## src/rtl/pacman_pkg.sv

```systemverilog
// Shared types for the Pac-Man motion controller: direction encoding, FSM states
// and animation frame indices.
package pacman_pkg;

  typedef enum logic [1:0] {
    DIR_R = 2'd0,
    DIR_U = 2'd1,
    DIR_D = 2'd2,
    DIR_L = 2'd3
  } dir_t;

  typedef enum logic [1:0] {
    IDLE  = 2'd0,
    MOVE  = 2'd1,
    DYING = 2'd2,
    DEAD  = 2'd3
  } state_t;

  localparam logic [1:0] FRAME_OPEN   = 2'd0;
  localparam logic [1:0] FRAME_HALF   = 2'd1;
  localparam logic [1:0] FRAME_CLOSED = 2'd2;

  // The encoding pairs opposites as bitwise complements: R<->L, U<->D.
  function automatic dir_t opposite(input dir_t d);
    return dir_t'(~d);
  endfunction

endpackage

```

## src/rtl/pacman_anim_seq.sv

```systemverilog
// Mouth animation sequencer: divides enabled ticks by DIV and steps the frame
// index through the ping-pong sequence OPEN, HALF, CLOSED, HALF, OPEN, ...
module pacman_anim_seq
  import pacman_pkg::*;
#(
  parameter int DIV = 4
) (
  input  logic       clk,
  input  logic       rst_n,
  input  logic       clear,
  input  logic       enable,
  input  logic       hold,
  output logic [1:0] frame
);

  localparam int CW = $clog2(DIV + 1);

  logic [CW-1:0] cnt;
  logic          rising;

  // NOTE: sequential state is written with <= only, so every register samples
  // the pre-edge values of its neighbours regardless of statement order.
  always_ff @(posedge clk or negedge rst_n) begin
    if (!rst_n) begin
      cnt    <= '0;
      rising <= 1'b1;
      frame  <= FRAME_OPEN;
    end else if (clear) begin
      cnt    <= '0;
      rising <= 1'b1;
      frame  <= FRAME_OPEN;
    end else if (enable && !hold) begin
      if (cnt == CW'(DIV - 1)) begin
        cnt <= '0;
        if (rising) begin
          if (frame == FRAME_CLOSED) begin
            frame  <= FRAME_HALF;
            rising <= 1'b0;
          end else begin
            frame <= frame + 2'd1;
          end
        end else begin
          if (frame == FRAME_OPEN) begin
            frame  <= FRAME_HALF;
            rising <= 1'b1;
          end else begin
            frame <= frame - 2'd1;
          end
        end
      end else begin
        cnt <= cnt + CW'(1);
      end
    end
  end

endmodule

```

## src/rtl/pacman_motion.sv

```systemverilog
// Per-frame Pac-Man controller: owns position, facing, life state and animation,
// advancing once per frame_tick from joystick, wall and ghost-catch inputs.
module pacman_motion
  import pacman_pkg::*;
#(
  parameter logic [8:0] X_INIT      = 9'd112,
  parameter logic [8:0] Y_INIT      = 9'd188,
  parameter logic [8:0] X_MIN       = 9'd7,
  parameter logic [8:0] X_MAX       = 9'd216,
  parameter int         STEP_DIV    = 2,
  parameter int         ANIM_DIV    = 4,
  parameter int         DEATH_TICKS = 90
) (
  input  logic       clk,
  input  logic       rst_n,
  input  logic       frame_tick,
  input  logic       game_start,
  input  logic       joy_valid,
  input  logic [1:0] joy_dir,
  input  logic [3:0] blocked,
  input  logic       caught,
  output logic [8:0] xloc,
  output logic [8:0] yloc,
  output logic [1:0] pacman_dir,
  output logic       pacman_alive,
  output logic [1:0] animation_cycle,
  output logic       death_done
);

  localparam int SW = $clog2(STEP_DIV + 1);
  localparam int DW = $clog2(DEATH_TICKS + 1);

  state_t        state;
  dir_t          dir;
  dir_t          pending;
  logic [SW-1:0] step_cnt;
  logic [DW-1:0] death_cnt;

  dir_t       eff_dir;
  dir_t       next_dir;
  logic       move_tick;
  logic       go;
  logic [8:0] next_x;
  logic [8:0] next_y;

  // NOTE: every always_comb output gets a default first so no path leaves it
  // unassigned, which would otherwise infer a latch.
  always_comb begin
    eff_dir   = joy_valid ? dir_t'(joy_dir) : pending;
    move_tick = (step_cnt == SW'(STEP_DIV - 1));
    next_dir  = dir;
    next_x    = xloc;
    next_y    = yloc;
    // Turns wait for a move tick; an unblocked reversal is honoured at once.
    if (!blocked[eff_dir] && (move_tick || eff_dir == opposite(dir)))
      next_dir = eff_dir;
    go = move_tick && !blocked[next_dir];
    case (next_dir)
      DIR_R: next_x = (xloc == X_MAX) ? X_MIN : xloc + 9'd1;
      DIR_L: next_x = (xloc == X_MIN) ? X_MAX : xloc - 9'd1;
      DIR_U: next_y = yloc - 9'd1;
      DIR_D: next_y = yloc + 9'd1;
    endcase
  end

  always_ff @(posedge clk or negedge rst_n) begin
    if (!rst_n) begin
      state        <= IDLE;
      dir          <= DIR_R;
      pending      <= DIR_R;
      xloc         <= X_INIT;
      yloc         <= Y_INIT;
      pacman_alive <= 1'b1;
      death_done   <= 1'b0;
      step_cnt     <= '0;
      death_cnt    <= '0;
    end else begin
      if (joy_valid) pending <= dir_t'(joy_dir);
      case (state)
        IDLE: if (game_start) state <= MOVE;
        MOVE: begin
          if (caught) begin
            state        <= DYING;
            pacman_alive <= 1'b0;
            death_cnt    <= '0;
          end else if (frame_tick) begin
            dir      <= next_dir;
            step_cnt <= move_tick ? '0 : step_cnt + SW'(1);
            if (go) begin
              xloc <= next_x;
              yloc <= next_y;
            end
          end
        end
        DYING: begin
          if (frame_tick) begin
            if (death_cnt == DW'(DEATH_TICKS - 1)) begin
              state      <= DEAD;
              death_done <= 1'b1;
              death_cnt  <= '0;
            end else begin
              death_cnt <= death_cnt + DW'(1);
            end
          end
        end
        DEAD: begin
          if (game_start) begin
            state        <= MOVE;
            xloc         <= X_INIT;
            yloc         <= Y_INIT;
            dir          <= DIR_R;
            pacman_alive <= 1'b1;
            death_done   <= 1'b0;
            step_cnt     <= '0;
            death_cnt    <= '0;
          end
        end
      endcase
    end
  end

  assign pacman_dir = dir;

  // Animation only runs while moving; a wall stall freezes it mid-sequence.
  pacman_anim_seq #(
    .DIV (ANIM_DIV)
  ) u_anim (
    .clk    (clk),
    .rst_n  (rst_n),
    .clear  ((state != MOVE) || caught),
    .enable ((state == MOVE) && frame_tick),
    .hold   (blocked[next_dir]),
    .frame  (animation_cycle)
  );

endmodule
```

## config.mk

```make
export PLATFORM = sky130hd
export DESIGN_NAME = pacman_motion
export DESIGN_NICKNAME = d
export VERILOG_FILES = /design/src/rtl/pacman_pkg.sv /design/src/rtl/pacman_anim_seq.sv /design/src/rtl/pacman_motion.sv
export SDC_FILE = /design/constraint.sdc
export NUM_CORES = 1
export LEC_CHECK = 0
export BUFFER_PORTS_ARGS = -buffer_cell sky130_fd_sc_hd__buf_2
export CAP_MARGIN = 20
export CELL_PAD_IN_SITES_DETAIL_PLACEMENT = 2
export CELL_PAD_IN_SITES_GLOBAL_PLACEMENT = 2
export CORE_ASPECT_RATIO = 0.5
export CORE_MARGIN = 2
export CORE_UTILIZATION = 39
export CTS_CLUSTER_DIAMETER = 80
export CTS_CLUSTER_SIZE = 14
export DETAILED_ROUTE_END_ITERATION = 12
export PLACE_DENSITY_LB_ADDON = 0.1
export SETUP_SLACK_MARGIN = 0.02
export SLEW_MARGIN = 20
export SYNTH_ARGS = -nofsm -noshare
export SYNTH_HDL_FRONTEND = slang
export SYNTH_SLANG_ARGS = --single-unit
```

## constraint.sdc

```tcl
create_clock -name clk -period 7.9 [get_ports clk]
set_input_delay 0.395 -clock clk [delete_from_list [all_inputs] [get_ports clk]]
set_output_delay 0.395 -clock clk [all_outputs]
set_load 0.05 [all_outputs]
```

-- After elaboration in Yosys (flattened, before gate mapping)
Index checks and enable logic that the tools add are counted.
- register bits after elaboration: 41
- bits of input ports: 12
- output and inout bits: 24
- add/sub/neg operators: 9
- order comparisons: 2
- equality and inequality tests: 24
- muxes and demuxes: 60
- bitwise logic cells: 1
- reductions and logical operators: 25
- operators by type and width (cell ; count):
    two-way mux 9 bit ; 10
    one-hot mux 9 bit (2 select lines) ; 4
    two-way mux 2 bit ; 18
    two-way mux 7 bit ; 4
    one-hot mux 7 bit (3 select lines) ; 1
    adder 9 x 1 -> 9 bit (second input constant) ; 2
    subtractor 9 x 1 -> 9 bit (second input constant) ; 2
    AND reduction 4 bit ; 4
    inequality test 2 bit (second input constant) ; 7
    two-way mux 1 bit ; 13
    AND reduction 6 bit ; 2
    equality test 2 bit (second input constant) ; 5
    equality test 9 x 3 -> 1 bit (second input constant) ; 1
    equality test 9 x 8 -> 1 bit (second input constant) ; 1
    two-way mux 3 bit ; 3
    one-hot mux 2 bit (2 select lines) ; 2
    nonzero test 2 bit ; 4
    adder 7 x 1 -> 7 bit (second input constant) ; 1
    equality test 7 bit (second input constant) ; 1
    equality test 2 x 1 -> 1 bit (second input constant) ; 3
    logical NOT 2 bit ; 3
    less-than comparator 2 x 3 -> 1 bit (second input constant) ; 2
    inequality test 3 x 1 -> 1 bit (second input constant) ; 2
    one-hot mux 2 bit (3 select lines) ; 1
    other kinds (16) ; 25

-- Logic depth before layout (Yosys ltp)
Gate-level depths: netlist (run 1).
- depth after elaboration: 14
- mapped depth: 16

-- By module
Synthesis (run 1) repeated with hierarchy kept, for this count alone.
- cell total of the unflattened synthesis: 337
- area total of the unflattened synthesis: 2896.5 sq um
- modules (own cells, without submodules) (module ; times used ; cells each ; area an instance (sq um) ; seq. area each (sq um)):
    pacman_motion ; 1 ; 307 ; 2576.2 ; 887.1
    pacman_anim_seq ; 1 ; 30 ; 320.3 ; 151.4

-- Worst setup path after synthesis (run 1)
No wires, ideal clock.
- kind: input to register
- start point: in joy_valid
- end point: reg yloc[8]
- library setup time: 0.070 ns
- data arrival time: 3.759 ns
- required time: 7.830 ns
- slack: 4.071 ns
- stages on the path: 15
- path through: mux2_4 > mux2_4 > a221o_1 > and2_4 > buf_6 > ha_1 > inv_1 > ha_1 > nor2b_1 > o21ai_0 > a21oi_1 > o41ai_1 > mux2_2 > a211o_1 > nand3_1
- cells in the longest elaborated chain, start to end: 12
- elaborated cells between the ends (all ways): 22
- classes of those cells: 5 x eq/ne; 11 x mux; 6 x reduce/logical
- ends and longest elaborated chain (what ; RTL line ; text):
    start: declaration ; pacman_motion.sv:18 ; input logic joy_valid,
    two-way mux 2 bit * ; -- ;
    binary-select mux 1 bit (select 2 bit) ; pacman_motion.sv:55 ; if (!blocked[eff_dir] && (move_tick || eff_dir == opposite(dir)))
    two-way mux 1 bit (not written as such) ; pacman_motion.sv:55 ;
    logical NOT 1 bit ; pacman_motion.sv:55 ;
    logical AND 1 bit ; pacman_motion.sv:55 ;
    two-way mux 2 bit * ; pacman_motion.sv:55 ;
    equality test 2 bit, or another cell as far along ; pacman_motion.sv:58 ; case (next_dir)
    one-hot mux 9 bit (2 select lines) / two-way mux 1 bit (equally long branches) ; pacman_motion.sv:58, pacman_motion.sv:57 ;
    two-way mux 9 bit / logical NOT 1 bit (equally long branches) ; pacman_motion.sv:89, pacman_motion.sv:57 ;
    two-way mux 9 bit / logical AND 1 bit (equally long branches) ; pacman_motion.sv:86, pacman_motion.sv:57 ;
    two-way mux 9 bit / inequality test 2 bit (equally long branches) ; -- ;
    one-hot mux 9 bit (2 select lines) / AND reduction 6 bit (equally long branches) ; -- ;
    end signal: assignment ; pacman_motion.sv:91 ; yloc <= next_y;
    end: declaration ; pacman_motion.sv:23 ; output logic [8:0] yloc,
Every way passes the cells marked *; elsewhere a longest branch is shown, timed or not. The select of a mux whose other input is x is not followed.
A chain may end at the register's enable or synchronous reset.

-- Worst setup path after layout (run 1)
- start point: reg pending[0]
- end point: reg yloc[8]
- cells in the longest elaborated chain, start to end: 12
- elaborated cells between the ends (all ways): 22
- classes of those cells: 5 x eq/ne; 11 x mux; 6 x reduce/logical
- ends and longest elaborated chain (what ; RTL line ; text):
    start: declaration ; pacman_motion.sv:35 ; dir_t pending;
    start signal: assignment ; pacman_motion.sv:78 ; if (joy_valid) pending <= dir_t'(joy_dir);
    two-way mux 2 bit * ; -- ;
    binary-select mux 1 bit (select 2 bit) ; pacman_motion.sv:55 ;
    two-way mux 1 bit (not written as such) ; pacman_motion.sv:55 ;
    logical NOT 1 bit ; pacman_motion.sv:55 ;
    logical AND 1 bit ; pacman_motion.sv:55 ;
    two-way mux 2 bit * ; pacman_motion.sv:55 ;
    equality test 2 bit, or another cell as far along ; pacman_motion.sv:58 ;
    one-hot mux 9 bit (2 select lines) / two-way mux 1 bit (equally long branches) ; pacman_motion.sv:58, pacman_motion.sv:57 ;
    two-way mux 9 bit / logical NOT 1 bit (equally long branches) ; pacman_motion.sv:89, pacman_motion.sv:57 ;
    two-way mux 9 bit / logical AND 1 bit (equally long branches) ; pacman_motion.sv:86, pacman_motion.sv:57 ;
    two-way mux 9 bit / inequality test 2 bit (equally long branches) ; -- ;
    one-hot mux 9 bit (2 select lines) / AND reduction 6 bit (equally long branches) ; -- ;
Marks and branches as above.

==> results of run 1 <==
## synth_stat cells, types with 4 or more instances
library cell  instances  area [µm²]
xnor2_1               8       70.07
dfrtp_1              31       775.7
o41ai_1               4       35.03
o22ai_1               6       37.54
inv_1                19       71.32
a31oi_1               4       25.02
a2111oi_2             4       60.06
a2111o_1              4       45.04
nand2b_1              6       37.54
a21oi_1              11       55.05
clkbuf_1              8       30.03
o31ai_1               4       30.03
nor3_1                5       25.02
mux2i_1               9       90.09
nand2_1              40       150.1
dfstp_2              10       262.8
nor2b_1               7       43.79
nand3_1              11       55.05
nor2_1               29       108.9
ha_1                 19       237.7
o21ai_0              16       80.08
o21ai_1               7       35.03
a211oi_1              4       30.03
o22a_1                5       43.79
## critical path: cells and delay by family (launching register included)
kind | cells | cell delay (ps)
adder cells (fa/ha/maj) | 2 | 600
flip-flops | 1 | 360
AO/OA/AOI/OAI | 6 | 1460
buffers and inverters | 2 | 470
multiplexers | 2 | 730
AND/OR/NAND/NOR | 3 | 560
## flip-flops by register name, indices dropped and copies added, names as in the netlist, 2 cells and up
name / cells
pacman_dir: 2
death_cnt: 7
u_anim.cnt: 3
yloc: 9
pending: 2
u_anim.frame: 2
step_cnt: 2
xloc: 9
state: 2
## power by group
part | switching, µW | total, µW | internal [µW]
registers | 46.6 | 298 | 251
logic | 377 | 562 | 186
clock network | 87.1 | 221 | 134
## layer usage
layer / track usage / vias to the layer above / share of wire / routed length, µm
li1: - / 1280 / - / -
met1: 0.3016 / 1389 / 0.48 / 4346
met2: 0.3924 / 29 / 0.48 / 4339
met3: 0.04072 / 6 / 0.025 / 224
met4: 0.04533 / 0 / 0.0060 / 54
met5: 0 / - / 0 / 0
## final cells by class
cell class	instances	area, µm²	share of cell area
multi-input combinational	259	1805	0.5350
inverter	20	75.07	0.02225
sequential	41	1039	0.3078
clock buffer	7	152.6	0.04524
clock inverter	1	5.005	0.001483
timing repair buffer	35	177.7	0.05265
tap	96	120.1	0.03560
## logic make-up after synthesis
family | share of synthesized area
muxes | 0.05183
adders and majority gates | 0.08681
buffers and inverters | 0.04214
DFF | 0.3498
and+or+nand+nor | 0.1955
AOI/OAI and AO/OA | 0.2444
xor gates and xnor gates | 0.02950
## stage by stage
stage               power, µW  instances  cell area, µm²  setup WS [ps]
floorplan               717.9        331            2969           4071
global placement        828.8        451            3214           3805
detailed placement      856.6        451            3214           3485
CTS                      1092        459            3372           3611
global route             1159        459            3374           3259
finish                   1081        459            3374           3635
## path summary, 6_finish.rpt
check                                                 end  depth (start not counted)
worst min-delay path                  yloc[6]$_DFFE_PN0P_                          1
max in group asynchronous       pacman_dir[0]$_DFFE_PN0P_                          1
worst max-delay path                  yloc[8]$_DFFE_PN0P_                         15
worst min register to register   death_cnt[4]$_DFFE_PN0P_                          1
min in group clk                 pacman_alive$_DFFE_PN1P_                          3
worst max register to register        yloc[8]$_DFFE_PN0P_                         15
==> results.md, run 1 <==
### Setup path
- worst-path fanout max: 8
- category of the worst setup path capture point: register
- Required @ worst endpoint: 8130 ps
- Worst setup SP type: register
- worst reg2reg startpoint: pending[0]$_DFF_PN0_
- critical path data arrival time: 4490 ps
- cells along the critical path: mux2i_1 > o21ai_0 > o311ai_1 > and2_1 > inv_1 > ha_1 > inv_1 > ha_1 > nor2b_1 > o21ai_0 > a21oi_1 > o41ai_1 > mux2_2 > a211o_1 > nand3_1
- register-to-register setup slack: 3640 ps
- slowest stage cell, crit path: mux2_2
- delay of the slowest critical-path stage: 390 ps
- critical path launch point: pending[0]$_DFF_PN0_
- Worst Path Class, Setup: reg2reg

### Route
- via count of the routed design: 2,704
- antenna-violating nets left: 0
- drt via density: 5.891
- Starting DRT DRC Count: 152
- average wire per standard cell: 19.53 µm
- remaining design rule violation count: 0
- wire length reported by the detailed router: 8964 µm
- total iterations of the first detailed-routing run: 4

### Job
- maximum capacitance violations: 0

### Hold path
- type of the tightest min-delay check: in2async

### Layout
- Final Util: 0.4591
- area added between synthesis and finish: 13.65%
- diodes inserted: 0
- Layout Nets: 394
- top library cells by usage in the layout, fill and taps aside: nand2_1, buf_2, dfrtp_1, nor2_1
- most frequent standard cell in the layout excluding fill and tap cells: nand2_1
- share of cells above drive strength 1: 0.1873
- FILL cells: 819

### Clocking
- root buffer cell: clkbuf_16
- worst-skew pair later-pin latency: 290 ps
- number of buffers inserted during clock tree synthesis: 5
- clock sink total: 41
- post-cts gate resize count: 0
- Hold Buf Count CTS: 0
- clk buf depth: 2
- Post-CTS Setup Repair Bufs: 0
- Clock Pin Slew Worst Setup and Hold Paths: 60 ps
- TritonCTS clock tree: yes
- H-tree depth: 2

### Die
- core footprint: 0.007350 mm²
- die outline width: 127.4 µm
- die area: 0.008369 mm²
- initial core utilization: 0.4040
- Die H: 65.70 µm
- I/O pin cnt: 36
- # rows: 22

### Global routing
- initial antenna violation count: 0
- remaining global-route overflow: 0
- via count of the first global-routing pass: 2,911
- GRT Total Usage: 0.2269
- wire length of the first global-routing pass: 14,940 µm
- maximum number of pins on one net before global-route repair: 42

### Timing
- count of final max-slew check failures: 0
- min Tclk post-route: 4265 ps
- relative max-transition margin: 0.5556
- worst slew pin tran: 664.1 ps
- number of hold violations in the final report: 0
- setup skew after layout: 7.013 ps
- final clock period utilization by the worst path: 0.5399
- Setup Total Neg Slack: 0 ps
- maximum achievable frequency: 234.5 MHz
- final hold slack: 103.2 ps
- unrepaired setup endpoints after global routing: no
- final setup vio count: 0

### Pwr
- Power Dens Cells: 320.4 mW/mm²
- maximum vdd drop: 0.0001101 V
- leakage component of the power: 0.001432 µW

### Outcome
- run status: finished, final reports clean

### Synthesis
- post-synthesis sequential area ratio: 0.3498
- flip-flop and latch count after synthesis: 41
- count of yosys warnings during synthesis: 0
- total standard cell area after synthesis: 0.002969 mm²
- leading register cell type out of synthesis: dfrtp_1
- cell count after synthesis: 331
- Yosys cell types: 64
- Syn Area/Cell: 8.970 µm²
- number of synthesized flops with an enable pin: 0
- Post-Synthesis Net Count: 363
- share of flip-flops with an asynchronous set or reset: 1.000

### Placement
- HPWL after DPL: 6572 µm
- placer congestion estimate: 0.8454
- count of port buffers added during placement: 35

Note: power is estimated with default switching activity, not from simulation.
==> inputs of run 2 (changes only) <==
--- a/config.mk
+++ b/config.mk
@@ -11,7 +11,7 @@
 export CELL_PAD_IN_SITES_GLOBAL_PLACEMENT = 2
 export CORE_ASPECT_RATIO = 0.5
 export CORE_MARGIN = 2
-export CORE_UTILIZATION = 39
+export CORE_UTILIZATION = 36
 export CTS_CLUSTER_DIAMETER = 80
 export CTS_CLUSTER_SIZE = 14
 export DETAILED_ROUTE_END_ITERATION = 12
==> constraint.sdc (replaced) <==
create_clock -name clk -period 4.31 [get_ports clk]
set_input_delay 0.2155 -clock clk [delete_from_list [all_inputs] [get_ports clk]]
set_output_delay 0.2155 -clock clk [all_outputs]
set_load 0.05 [all_outputs]
==> run 2 against run 1 <==
Against the previous run: design area is 1.6% higher; total power is 89% higher; cell count is 3.7% higher; worst setup slack worse by 3300 ps; flip-flop and latch count stayed put; non-clock buffer count is 1 higher; sequential power is 83% higher.
==> results.md, run 2 (same netlist as run 1, synthesis figures left out) <==
### Setup path
- Worst Reg2Reg Path Length in Cells: 14
- Required @ worst endpoint: 4530 ps
- critical path data arrival time: 4180 ps
- Critical Path Sink: yloc[8]$_DFFE_PN0P_
- Worst Path Class, Setup: reg2reg
- register-to-register setup slack: 350 ps
- worst reg2reg startpoint: pending[1]$_DFF_PN0_
- worst-path fanout max: 12
- category of the worst setup path capture point: register
- destination of the worst register-to-register timing path: yloc[8]$_DFFE_PN0P_
- Worst setup SP type: register
- critical path launch point: pending[1]$_DFF_PN0_

### Timing
- final hold slack: 75.48 ps
- worst slew pin tran: 977.0 ps
- setup skew after layout: 4.399 ps
- number of hold violations in the final report: 0
- count of final max-slew check failures: 0
- Setup Total Neg Slack: 0 ps
- unrepaired setup endpoints after global routing: no
- final setup vio count: 0
- maximum achievable frequency: 252.7 MHz
- relative max-transition margin: 0.3486
- final clock period utilization by the worst path: 0.9180
- min Tclk post-route: 3957 ps

### Pwr
- leakage component of the power: 0.001433 µW
- Power Dens Cells: 596.3 mW/mm²
- maximum vdd drop: 0.0002401 V

### Layout
- most frequent standard cell in the layout excluding fill and tap cells: nand2_1
- Layout Nets: 395
- share of cells above drive strength 1: 0.2005
- Largest regs: xloc x9, yloc x9, death_cnt x7
- FILL cells: 929
- area added between synthesis and finish: 15.47%
- top library cells by usage in the layout, fill and taps aside: nand2_1, buf_2, dfrtp_1, nor2_1, ha_1
- post-layout instance count excluding filler cells: 476
- diodes inserted: 0
- Final Util: 0.4285

### Die
- core footprint: 0.008000 mm²
- die outline width: 132.4 µm
- I/O pin cnt: 36
- initial core utilization: 0.3711
- die area: 0.009034 mm²
- # rows: 23
- Die H: 68.22 µm

### Global routing
- remaining global-route overflow: 0
- maximum number of pins on one net before global-route repair: 42
- via count of the first global-routing pass: 2,945
- GRT Total Usage: 0.2141
- initial antenna violation count: 0
- wire length of the first global-routing pass: 15,170 µm

### Route
- remaining design rule violation count: 0
- average wire per standard cell: 18.89 µm
- antenna-violating nets left: 0
- drt via density: 5.607
- Starting DRT DRC Count: 160
- via count of the routed design: 2,669
- total iterations of the first detailed-routing run: 4
- wire length reported by the detailed router: 8994 µm

### Clocking
- number of buffers inserted during clock tree synthesis: 5
- clk buf depth: 2
- clock sink total: 41
- root buffer cell: clkbuf_16
- Hold Buf Count CTS: 0
- TritonCTS clock tree: yes
- H-tree depth: 2
- Clock Pin Slew Worst Setup and Hold Paths: 70 ps
- worst-skew pair later-pin latency: 290 ps

### Placement
- HPWL after DPL: 6692 µm
- number of cells after detailed placement: 468
- placer congestion estimate: 0.9417
- count of port buffers added during placement: 35

### Outcome
- run status: finished, final reports clean

### Hold path
- type of the tightest min-delay check: in2async

### Job
- maximum capacitance violations: 0

run 2: timing repair:
| action | CTS | global route |
|---|---|---|
| gates resized for setup | 0 | 5 |
| setup endpoints to repair | 0 | 1 |
| setup buffers | 0 | 0 |
run 2: worst min-delay path by stage:
| stage | end | slack (ps) | cells past startpoint |
|---|---|---|---|
| after floorplan | death_cnt[0]$_DFFE_PN0P_ | -80 | 0 |
| after global placement | yloc[6]$_DFFE_PN0P_ | 420 | 1 |
| after detailed placement | yloc[6]$_DFFE_PN0P_ | 440 | 1 |
| after CTS | xloc[0]$_DFFE_PN0P_ | 130 | 1 |
| after global routing | pending[0]$_DFF_PN0_ | 160 | 1 |
| final | yloc[6]$_DFFE_PN0P_ | 80 | 1 |
run 2: stage by stage:
stage                     setup slack (ps)  total power, µW  cell area [µm²]
final                                353.2             2044             3428
after global routing                 93.26             2210             3428
after CTS                            116.6             2065             3418
after detailed placement             204.7             1586             3242
after global placement               382.3             1528             3242
after floorplan                      538.5             1316             2969
run 2: layout make-up:
cell class	instances	area [µm²]	share of cell area
timing repair buffer	36	182.7	0.05328
sequential	41	1039	0.3029
clock buffer	6	138.9	0.04051
multi-input combinational	259	1812	0.5285
clock inverter	2	37.54	0.01095
tap	112	140.1	0.04088
inverter	20	78.83	0.02299
run 2: where the power goes:
part           total [µW]  leakage, µW  switching, µW  internal [µW]
clock network         457    0.0000831            168            289
registers             545     0.000523           84.1            461
logic                1040     0.000828            694            349
total                2040      0.00143            945           1100
run 2: metal layers:
metal | vias up | GRT usage | share of wire
met1 | 1353 | 0.2678 | 0.48
li1 | 1285 | - | -
met2 | 27 | 0.3996 | 0.49
met5 | - | 0 | 0
met4 | 0 | 0.03495 | 0.0040
met3 | 4 | 0.04148 | 0.025
run 2: critical path, stage by stage (launching register included):
cell and delay, ps:
dfrtp_1 370, mux2_4 330, mux2_4 310, a221o_1 410, and2_4 240, ha_1 260
inv_2 160, ha_1 290, nor2b_1 140, o21ai_0 190, a21oi_1 130, o41ai_1 310
mux2_2 390, a211o_1 270, nand3_1 70
